==> config.mk <==
export PLATFORM = sky130hd
export DESIGN_NAME = wal_product_accum
export DESIGN_NICKNAME = d
export VERILOG_FILES = /design/src/rtl/wal_pkg.sv /design/src/rtl/wal_sat_add.sv /design/src/rtl/wal_product_accum.sv
export SDC_FILE = /design/constraint.sdc
export NUM_CORES = 1
export LEC_CHECK = 0
export ABC_AREA = 1
export BUFFER_PORTS_ARGS = -buffer_cell sky130_fd_sc_hd__buf_2
export CORE_UTILIZATION = 64
export DETAILED_ROUTE_END_ITERATION = 10
export PLACE_DENSITY = 0.9
export SLEW_MARGIN = 10
export SYNTH_ARGS = -nofsm -noshare
export SYNTH_HDL_FRONTEND = slang
export SYNTH_SLANG_ARGS = --single-unit
==> constraint.sdc <==
create_clock -name clk -period 6.89 [get_ports clk]
set_input_delay 1.378 -clock clk [delete_from_list [all_inputs] [get_ports clk]]
set_output_delay 1.378 -clock clk [all_outputs]
set_load 0.05 [all_outputs]
==> src/rtl/wal_pkg.sv <==
// Shared definitions for the Wallace multiplier datapath and its product accumulator.
package wal_pkg;

  // Default widths: multiplier product, accumulator, and term counter.
  localparam int PROD_W_DEF = 32;
  localparam int ACC_W_DEF  = 40;
  localparam int CNT_W_DEF  = 8;

  // Accumulator FSM encoding: no terms held vs. partial group in progress.
  typedef enum logic {
    IDLE  = 1'b0,
    ACCUM = 1'b1
  } state_t;

endpackage

==> src/rtl/wal_sat_add.sv <==
// Combinational saturating adder: wide accumulator plus zero-extended product.
// A carry out of ACC_W bits, or an already-sticky overflow, forces all ones.
module wal_sat_add
  import wal_pkg::*;
#(
  parameter int PROD_W = PROD_W_DEF,
  parameter int ACC_W  = ACC_W_DEF
) (
  input  logic [ACC_W-1:0]  i_acc,
  input  logic [PROD_W-1:0] i_prod,
  input  logic              i_ovf,
  output logic [ACC_W-1:0]  o_sum,
  output logic              o_ovf
);

  logic [ACC_W:0] w_sum;

  // Add at ACC_W+1 bits so the carry out is visible, then saturate.
  always_comb begin
    // NOTE: every output of a combinational block gets a default first so no path leaves it unassigned (which would infer a latch).
    o_sum = '0;
    o_ovf = 1'b0;
    w_sum = {1'b0, i_acc} + {{(ACC_W + 1 - PROD_W){1'b0}}, i_prod};
    if (w_sum[ACC_W] || i_ovf) begin
      o_sum = '1;
      o_ovf = 1'b1;
    end else begin
      o_sum = w_sum[ACC_W-1:0];
    end
  end

endmodule

==> src/rtl/wal_product_accum.sv <==
// Sums groups of unsigned multiplier products into a saturating accumulator and
// presents each group result on a valid/ready output register with no inter-group bubbles.
module wal_product_accum
  import wal_pkg::*;
#(
  parameter int PROD_W = PROD_W_DEF,
  parameter int ACC_W  = ACC_W_DEF,
  parameter int CNT_W  = CNT_W_DEF
) (
  input  logic              clk,
  input  logic              rst,
  input  logic [PROD_W-1:0] prod_in,
  input  logic              prod_valid,
  input  logic              prod_last,
  output logic              prod_ready,
  output logic [ACC_W-1:0]  acc_out,
  output logic [CNT_W-1:0]  cnt_out,
  output logic              ovf_out,
  output logic              out_valid,
  input  logic              out_ready
);

  state_t           r_state;
  logic [ACC_W-1:0] r_acc;
  logic [CNT_W-1:0] r_cnt;
  logic             r_ovf;
  logic [ACC_W-1:0] r_acc_out;
  logic [CNT_W-1:0] r_cnt_out;
  logic             r_ovf_out;
  logic             r_out_valid;

  logic             w_accept;
  logic [ACC_W-1:0] w_add_sum;
  logic             w_add_ovf;
  logic [ACC_W-1:0] w_nxt_acc;
  logic [CNT_W-1:0] w_nxt_cnt;
  logic             w_nxt_ovf;

  // A new beat can be taken whenever the output slot is empty or is being drained now.
  assign prod_ready = !r_out_valid || out_ready;
  assign w_accept   = prod_valid && prod_ready;

  wal_sat_add #(
    .PROD_W(PROD_W),
    .ACC_W (ACC_W)
  ) u_sat_add (
    .i_acc (r_acc),
    .i_prod(prod_in),
    .i_ovf (r_ovf),
    .o_sum (w_add_sum),
    .o_ovf (w_add_ovf)
  );

  // Running totals including the current beat: a fresh load in IDLE, a saturating add in ACCUM.
  always_comb begin
    w_nxt_acc = {{(ACC_W - PROD_W){1'b0}}, prod_in};
    w_nxt_cnt = CNT_W'(1);
    w_nxt_ovf = 1'b0;
    if (r_state == ACCUM) begin
      w_nxt_acc = w_add_sum;
      w_nxt_ovf = w_add_ovf;
      w_nxt_cnt = (r_cnt == '1) ? r_cnt : r_cnt + CNT_W'(1);
    end
  end

  // FSM, accumulator, and output register; an emit overrides a same-cycle drain.
  always_ff @(posedge clk) begin
    // NOTE: sequential state uses non-blocking assignments so every register samples pre-edge values.
    if (rst) begin
      r_state     <= IDLE;
      r_acc       <= '0;
      r_cnt       <= '0;
      r_ovf       <= 1'b0;
      r_acc_out   <= '0;
      r_cnt_out   <= '0;
      r_ovf_out   <= 1'b0;
      r_out_valid <= 1'b0;
    end else begin
      if (r_out_valid && out_ready) begin
        r_out_valid <= 1'b0;
      end
      if (w_accept) begin
        if (prod_last) begin
          r_acc_out   <= w_nxt_acc;
          r_cnt_out   <= w_nxt_cnt;
          r_ovf_out   <= w_nxt_ovf;
          r_out_valid <= 1'b1;
          r_acc       <= '0;
          r_cnt       <= '0;
          r_ovf       <= 1'b0;
          r_state     <= IDLE;
        end else begin
          r_acc   <= w_nxt_acc;
          r_cnt   <= w_nxt_cnt;
          r_ovf   <= w_nxt_ovf;
          r_state <= ACCUM;
        end
      end
    end
  end

  assign acc_out   = r_acc_out;
  assign cnt_out   = r_cnt_out;
  assign ovf_out   = r_ovf_out;
  assign out_valid = r_out_valid;

endmodule

==> metrics.md, run 1 <==
| Metric | Value |
|---|---|
| Status | completed |
| Post CTS Setup Buffer Count | 0 |
| Vias in the first global route | 7,036 |
| Share of total power in combinational logic | 0.235 |
| Sw Ratio | 0.345 |
| Iter 0 DRT Violations | about 530 |
| Average cell area after synthesis | 6.14 um^2 |
| Setup CP Type | input pin to flip-flop |
| Maximum ir drop on the vdd rail | 0.222 mV |
| Commonest non-fill, non-tap cell in the layout | nand2_1 |
| Pwr/cell area | roughly 190 nW/um^2 |
| Final Instance Area | 8190 um^2 |
| Worst hold path class | flip-flop to flip-flop |
| Per-cell routed wire length | 13.9 um |
| Crit path top cell by count | nand2_4 |
| Synth-to-layout area growth | 10.8% |
| Cells on Worst Hold Path | 2 |
| CP Max Fanout | 20 |
| Cell variety after synth | 40 |
| Fill count | 965 |
| Die area | 12,000 um^2 |
| Final wirelength | about 20 mm |
| Post-route clock period utilization | 0.551 |
| Max-slew violation count | 0 |
| PortBufs | 87 |
| CTS Hold Bufs | 0 |
| Worst path arrival time | ~4.0 ns |
| Chip width | 109 um |
| P_int | 1.00 mW |
| IO Pins | 88 |
| DRC | 0 |
| Worst path bufs/invs | 1 |
| Post-DP HPWL | around 14 mm |
| Final count of hold timing violations | 0 |
| Worst Tran Pin Value | 1.20 ns |
| Vias/cell | roughly 5.4 |
| Clock skew | 0.0119 ns |
| Delay-heaviest family, CP | simple AND/OR/NAND/NOR gates |
| Power, Total | 1.53 mW |
| Critical Path End Type | flip-flop |
| CTS Root Cell | clkbuf_16 |
| Grt ovf | 0 |
| Initial Util | 0.670 |
| Die height | 109 um |
| CORE AREA | 11,000 um^2 |
| R2R depth | 14 |
| RSZ-0062 raised after global routing | false |
| Setup TNS | 0 ns |
| Clk_lat worst skew | 0.37 ns |
| CP Cell Sequence | buf_2, ha_1, fa_1, nand2_1, nand3_1, nand3_2, nand2_4, nand2_4, nor2_8, nand2_4, nand2_1, nor2_2, nand3_2, nand3_1, a21oi_1 |
| Min Clock Period, post-route | 3.79 ns |
| GP Congestion | 0.958 |
| P_leak | 4.46 nW |
| Finish-stage setup viols | 0 |
| Sequential Power Share | 0.401 |
| Via count | 7,563 |
| Main flop type after synthesis | dfxtp_1 |
| Synthesis Warnings | 0 |
| Syn nets | 1,274 |
| Initial antenna violation count | 0 |
| Htree depth | 3 |
| First-pass GRT wire length | ~32 mm |
| Post-cts resize count | 0 |
| Mapped Area | 7390 um^2 |
| Clock Power Share | 0.365 |
| Ys async rst share | 0 |
| Post-synthesis sequential area ratio | 0.271 |
| Slew Limit Headroom | 0.202 |
| Largest net degree at the start of global routing | 59 |
| Post-DP Area | 7860 um^2 |
| Clock Pin Slew Worst Setup and Hold Paths | 0.08 ns |
| All-Layer GR Usage | 0.346 |
| Clk sink count | 100 |
| Switch Pwr | between 0.5 and 0.6 mW |
| Final nets | 1,339 |
| WP data required | ~7.1 ns |
| Layout cell share with drive strength beyond 1 | 0.161 |
| Cells after Synth | 1,203 |
| Critical Path Source Type | input pin |
| Worst path depth | 15 |
| Top achievable clock speed | 0.264 GHz |
| CTS max path bufs | 2 |
| # diodes | 0 |
| Detail Route Antenna Nets | 0 |
| Number of flops mapped to enable cells by yosys | 0 |
| Most frequent cells in the layout | nand2_1 (446), inv_1 (164), nand3_1 (104) |
| Clock tree from TritonCTS | done |
| Slowest Stage Delay on Critical Path | 0.80 ns |
| Total CTS buffers | 9 |
| Critical path's slowest cell | nor2_2 |
| Pre-Repair DR Iteration Count | 5 |
| Max Cap Viol | 0 |
| FF+latch count, synth | 100 |
| Rows | 38 |
kinds of logic after synthesis:
logic type / Yosys count / synth area share
buffers and inverters: 207 / 0.111
AOI/OAI and AO/OA: 107 / 0.0840
xor gates and xnor gates: 23 / 0.0273
adders and majority gates: 34 / 0.0586
DFF: 100 / 0.271
and+or+nand+nor: 732 / 0.448
metrics by stage:
| step | utilization | instances | hold slack, ns | setup WS [ns] |
|---|---|---|---|---|
| 2_1_floorplan | - | 1203 | 0.445 | 3.65 |
| 6_report | 0.742 | 1413 | 0.446 | 3.10 |
| 4_1_cts | 0.742 | 1413 | 0.450 | 3.10 |
| 3_5_place_dp | 0.713 | 1397 | 0.434 | 2.72 |
| 3_3_place_gp | 0.713 | 1397 | 0.431 | 2.82 |
| 5_1_grt | 0.742 | 1413 | 0.471 | 2.89 |
worst paths after layout:
path	start	endpoint	slack (ns)
hold / removal	acc_out[21]	acc_out[21]	0.45
setup / recovery	prod_in[0]	r_acc[32]	3.10
setup reg to reg	r_acc[0]	r_acc[32]	3.92
hold reg to reg	acc_out[21]	acc_out[21]	0.45
power by group through the flow:
stage          clock, mW  combinational (mW)  sequential [mW]
5_1_grt            0.586               0.394            0.616
3_5_place_dp           0               0.352            0.626
4_1_cts            0.561               0.355            0.613
6_report           0.558               0.359            0.613
3_3_place_gp           0               0.347            0.626
2_1_floorplan          0               0.228            0.669
worst reg2reg max path, cell delays in order (launching register included):
cell and delay [ns]:
dfxtp_1 0.32, ha_1 0.21, fa_1 0.44, nand2_1 0.10, nand3_1 0.09, nand3_2 0.09, nand2_4 0.07, nand2_4 0.09
nor2_8 0.04, nand2_4 0.06, nand2_1 0.06, nor2_2 0.80, nand3_2 0.21, nand3_1 0.14, a21oi_1 0.08
cell type report:
cell class | instances | area [um^2] | share of cell area
sequential | 100 | 2000 | 0.244
timing repair buffer | 91 | 465 | 0.0568
multi-input combinational | 896 | 4580 | 0.559
clock buffer | 9 | 225 | 0.0275
clock inverter | 7 | 103 | 0.0125
inverter | 170 | 638 | 0.0779
tap | 140 | 175 | 0.0214
state kept, by name (all words and copies together) (netlist names):
name	count
out_valid	1
acc_out	40
r_state	1
cnt_out	8
r_acc	40
r_ovf	1
r_cnt	8
ovf_out	1
per-layer routing:
layer | up-vias | routed length, um | GRT usage
met5 | - | 0 | 0
met4 | 0 | 320 | 0.108
met3 | 30 | 1290 | 0.0676
met2 | 255 | 9260 | 0.604
met1 | 3421 | 8800 | 0.428
li1 | 3857 | - | -
Yosys cell counts (14+ instances only):
| cell type | number | area share |
|---|---|---|
| nand2_1 | 446 | 0.23 |
| nor2_1 | 86 | 0.044 |
| nand3_2 | 18 | 0.024 |
| dfxtp_1 | 100 | 0.27 |
| a21oi_1 | 65 | 0.044 |
| nand2_4 | 14 | 0.021 |
| xor2_1 | 19 | 0.023 |
| ha_1 | 33 | 0.056 |
| nand3_1 | 104 | 0.070 |
| clkbuf_1 | 29 | 0.015 |
| or2_2 | 30 | 0.025 |
| inv_1 | 164 | 0.083 |
Power figures use the tool's default switching activity.
==> run 2, diff against run 1 <==
--- a/config.mk
+++ b/config.mk
@@ -7,9 +7,9 @@
 export LEC_CHECK = 0
 export ABC_AREA = 1
 export BUFFER_PORTS_ARGS = -buffer_cell sky130_fd_sc_hd__buf_2
-export CORE_UTILIZATION = 64
+export CORE_UTILIZATION = 60
 export DETAILED_ROUTE_END_ITERATION = 10
-export PLACE_DENSITY = 0.9
+export PLACE_DENSITY = 0.85
 export SLEW_MARGIN = 10
 export SYNTH_ARGS = -nofsm -noshare
 export SYNTH_HDL_FRONTEND = slang
==> constraint.sdc (replaced) <==
create_clock -name clk -period 3.5 [get_ports clk]
set_input_delay 0.7 -clock clk [delete_from_list [all_inputs] [get_ports clk]]
set_output_delay 0.7 -clock clk [all_outputs]
set_load 0.05 [all_outputs]
==> metrics.md, run 2 (synthesized netlist as in run 1, its figures left out) <==
| Metric | Value |
|---|---|
| Synth-to-layout area growth | 11.3% (was 10.8%) |
| CTS Hold Bufs | 0 (unchanged) |
| Max Cap Viol | 0 (unchanged) |
| Max-slew violation count | 0 (unchanged) |
| Final wirelength | 19.5 mm (was 19.7 mm) |
| Post-DP HPWL | 14.8 mm (was 14.3 mm) |
| Largest net degree at the start of global routing | 59 (unchanged) |
| Multi-input gate area | 4580 um^2 (unchanged) |
| Layout cell share with drive strength beyond 1 | 0.164 (was 0.161) |
| Pre-Repair DR Iteration Count | 5 (unchanged) |
| Worst path arrival time | 2.94 ns (was 4.00 ns) |
| Htree depth | 3 (unchanged) |
| Fill count | 1,119 (was 965) |
| Initial antenna violation count | 0 (unchanged) |
| Die area | 12,800 um^2 (was 12,000 um^2) |
| Critical Path End Type | flip-flop (unchanged) |
| Rows | 40 (was 38) |
| Final nets | 1,344 (was 1,339) |
| Min Clock Period, post-route | about 2.7 ns |
| GP Congestion | 0.991 (was 0.958) |
| Power, Total | 2.95 mW (was 1.53 mW) |
| Commonest non-fill, non-tap cell in the layout | nand2_1 (unchanged) |
| Clk sink count | 100 (unchanged) |
| Vias in the first global route | 7,025 (was 7,036) |
| Iter 0 DRT Violations | 391 (was 528) |
| Reg area | 2000 um^2 (unchanged) |
| Clock tree from TritonCTS | done (unchanged) |
| Final count of hold timing violations | 0 (unchanged) |
| Worst hold path class | flip-flop to flip-flop (unchanged) |
| RSZ-0062 raised after global routing | false (unchanged) |
| Total CTS buffers | 9 (unchanged) |
| Slowest Stage Delay on Critical Path | 0.45 ns (was 0.80 ns) |
| CP Max Fanout | 9 (was 20) |
| CTS max path bufs | 2 (unchanged) |
| Post CTS Setup Buffer Count | 0 (unchanged) |
| Setup TNS | 0 ns (unchanged) |
| Detail Route Antenna Nets | 0 (unchanged) |
| Worst path bufs/invs | 2 (was 1) |
| Chip width | 113 um (was 109 um) |
| Worst Tran Pin Value | 0.840 ns (was 1.20 ns) |
| CORE AREA | 12,000 um^2 (was 11,000 um^2) |
| Post-route clock period utilization | 0.780 |
| Status | completed (unchanged) |
| Via count | 7,372 (was 7,563) |
| # diodes | 0 (unchanged) |
| Final Core Density | 0.685 (was 0.742) |
| All-Layer GR Usage | 0.316 (was 0.346) |
| PortBufs | 87 (unchanged) |
| Most frequent cells in the layout | nand2_1 (446), inv_1 (164), nand3_1 (104) (unchanged) |
| Post-cts resize count | 0 (unchanged) |
| Per-cell routed wire length | 13.7 um (was 13.9 um) |
| Clk_lat worst skew | 0.37 ns (about the same) |
| Critical path's slowest cell | fa_1 (was nor2_2) |
| Setup CP Type | input pin to flip-flop (unchanged) |
| Pwr/cell area | 358 nW/um^2 (was 187 nW/um^2) |
| P_leak | 4.47 nW (was 4.46 nW) |
| DRC | 0 (unchanged) |
| Maximum ir drop on the vdd rail | 0.343 mV (was 0.222 mV) |
| Slew Limit Headroom | 0.440 (was 0.202) |
| Delay-heaviest family, CP | simple AND/OR/NAND/NOR gates (unchanged) |
| Die height | 113 um (was 109 um) |
| Initial Util | 0.615 (was 0.670) |
| IO Pins | 88 (unchanged) |
| Finish-stage setup viols | 0 (unchanged) |
| Clock Pin Slew Worst Setup and Hold Paths | 0.07 ns (was 0.08 ns) |
| Vias/cell | 5.17 (was 5.35) |
| Clock skew | 0.0133 ns (was 0.0119 ns) |
| Critical Path Source Type | input pin (unchanged) |
| WP data required | 3.72 ns (was 7.10 ns) |
| Top achievable clock speed | 0.367 GHz |
| Grt ovf | 0 (unchanged) |
| First-pass GRT wire length | 32.1 mm (was 32.4 mm) |
| CP Cell Sequence | buf_2, ha_1, fa_1, nand2_1, nand3_1, nand3_2, nand2_4, nand2_4, nor2_8, nand2_4, nand2_1, nor2_2, buf_4, nand2_1, nand3_1, a21oi_1 (was buf_2, ha_1, fa_1, nand2_1, nand3_1, nand3_2, nand2_4, nand2_4, nor2_8, nand2_4, nand2_1, nor2_2, nand3_2, nand3_1, a21oi_1) |
| CTS Root Cell | clkbuf_16 (unchanged) |
run 2: cell types whose count changed in the layout (fill, tap and decap cells not counted):
cell and delta:
buf_12 +1, bufinv_16 -1, buf_4 +4, clkbuf_8 +1, clkinvlp_4 +1, inv_8 -1
run 2: path summary, 6_finish.rpt:
path | slack (ns) | to | start | depth (start not counted)
max | 0.77 | r_acc[13] | prod_in[0] | 16
max reg2reg | 0.93 | r_acc[13] | r_acc[0] | 15
min reg2reg | 0.45 | acc_out[17] | acc_out[17] | 2
min | 0.45 | acc_out[17] | acc_out[17] | 2
run 2: stage by stage:
stage | setup WS, ns | std cells | area (um^2) | hold WS [ns]
2_1_floorplan | 0.941 | 1203 | 7390 | 0.445
3_3_place_gp | 0.469 | 1409 | 7920 | 0.431
3_5_place_dp | 0.400 | 1409 | 7920 | 0.436
4_1_cts | 0.773 | 1425 | 8230 | 0.454
5_1_grt | 0.596 | 1425 | 8230 | 0.467
6_report | 0.771 | 1425 | 8230 | 0.448
run 2: power by group:
part / switching (mW) / internal (mW)
Sequential: 0.0242 / 1.18
Clock: 0.507 / 0.523
Combinational: 0.496 / 0.213
Total: 1.03 / 1.92
run 2: layout make-up:
type / count / share of cell area
clock buffers: 10 / 0.0290
clock inverters: 6 / 0.00836
inverters: 170 / 0.0776
multi-input cells: 896 / 0.557
flip-flops and latches: 100 / 0.243
well taps: 147 / 0.0224
repair buffers: 96 / 0.0627
run 2: worst min-delay path, cell delays in order, from the launching register on:
cell     delay (ns)
dfxtp_1        0.31
nand2_1        0.06
nand2_1        0.04
run 2: routing by layer:
metal,up-vias,global-route usage,share of wire
met4,0,0.135,0.030
met1,3275,0.394,0.47
met3,45,0.0664,0.050
met5,-,0,0
li1,3875,-,-
met2,177,0.530,0.45
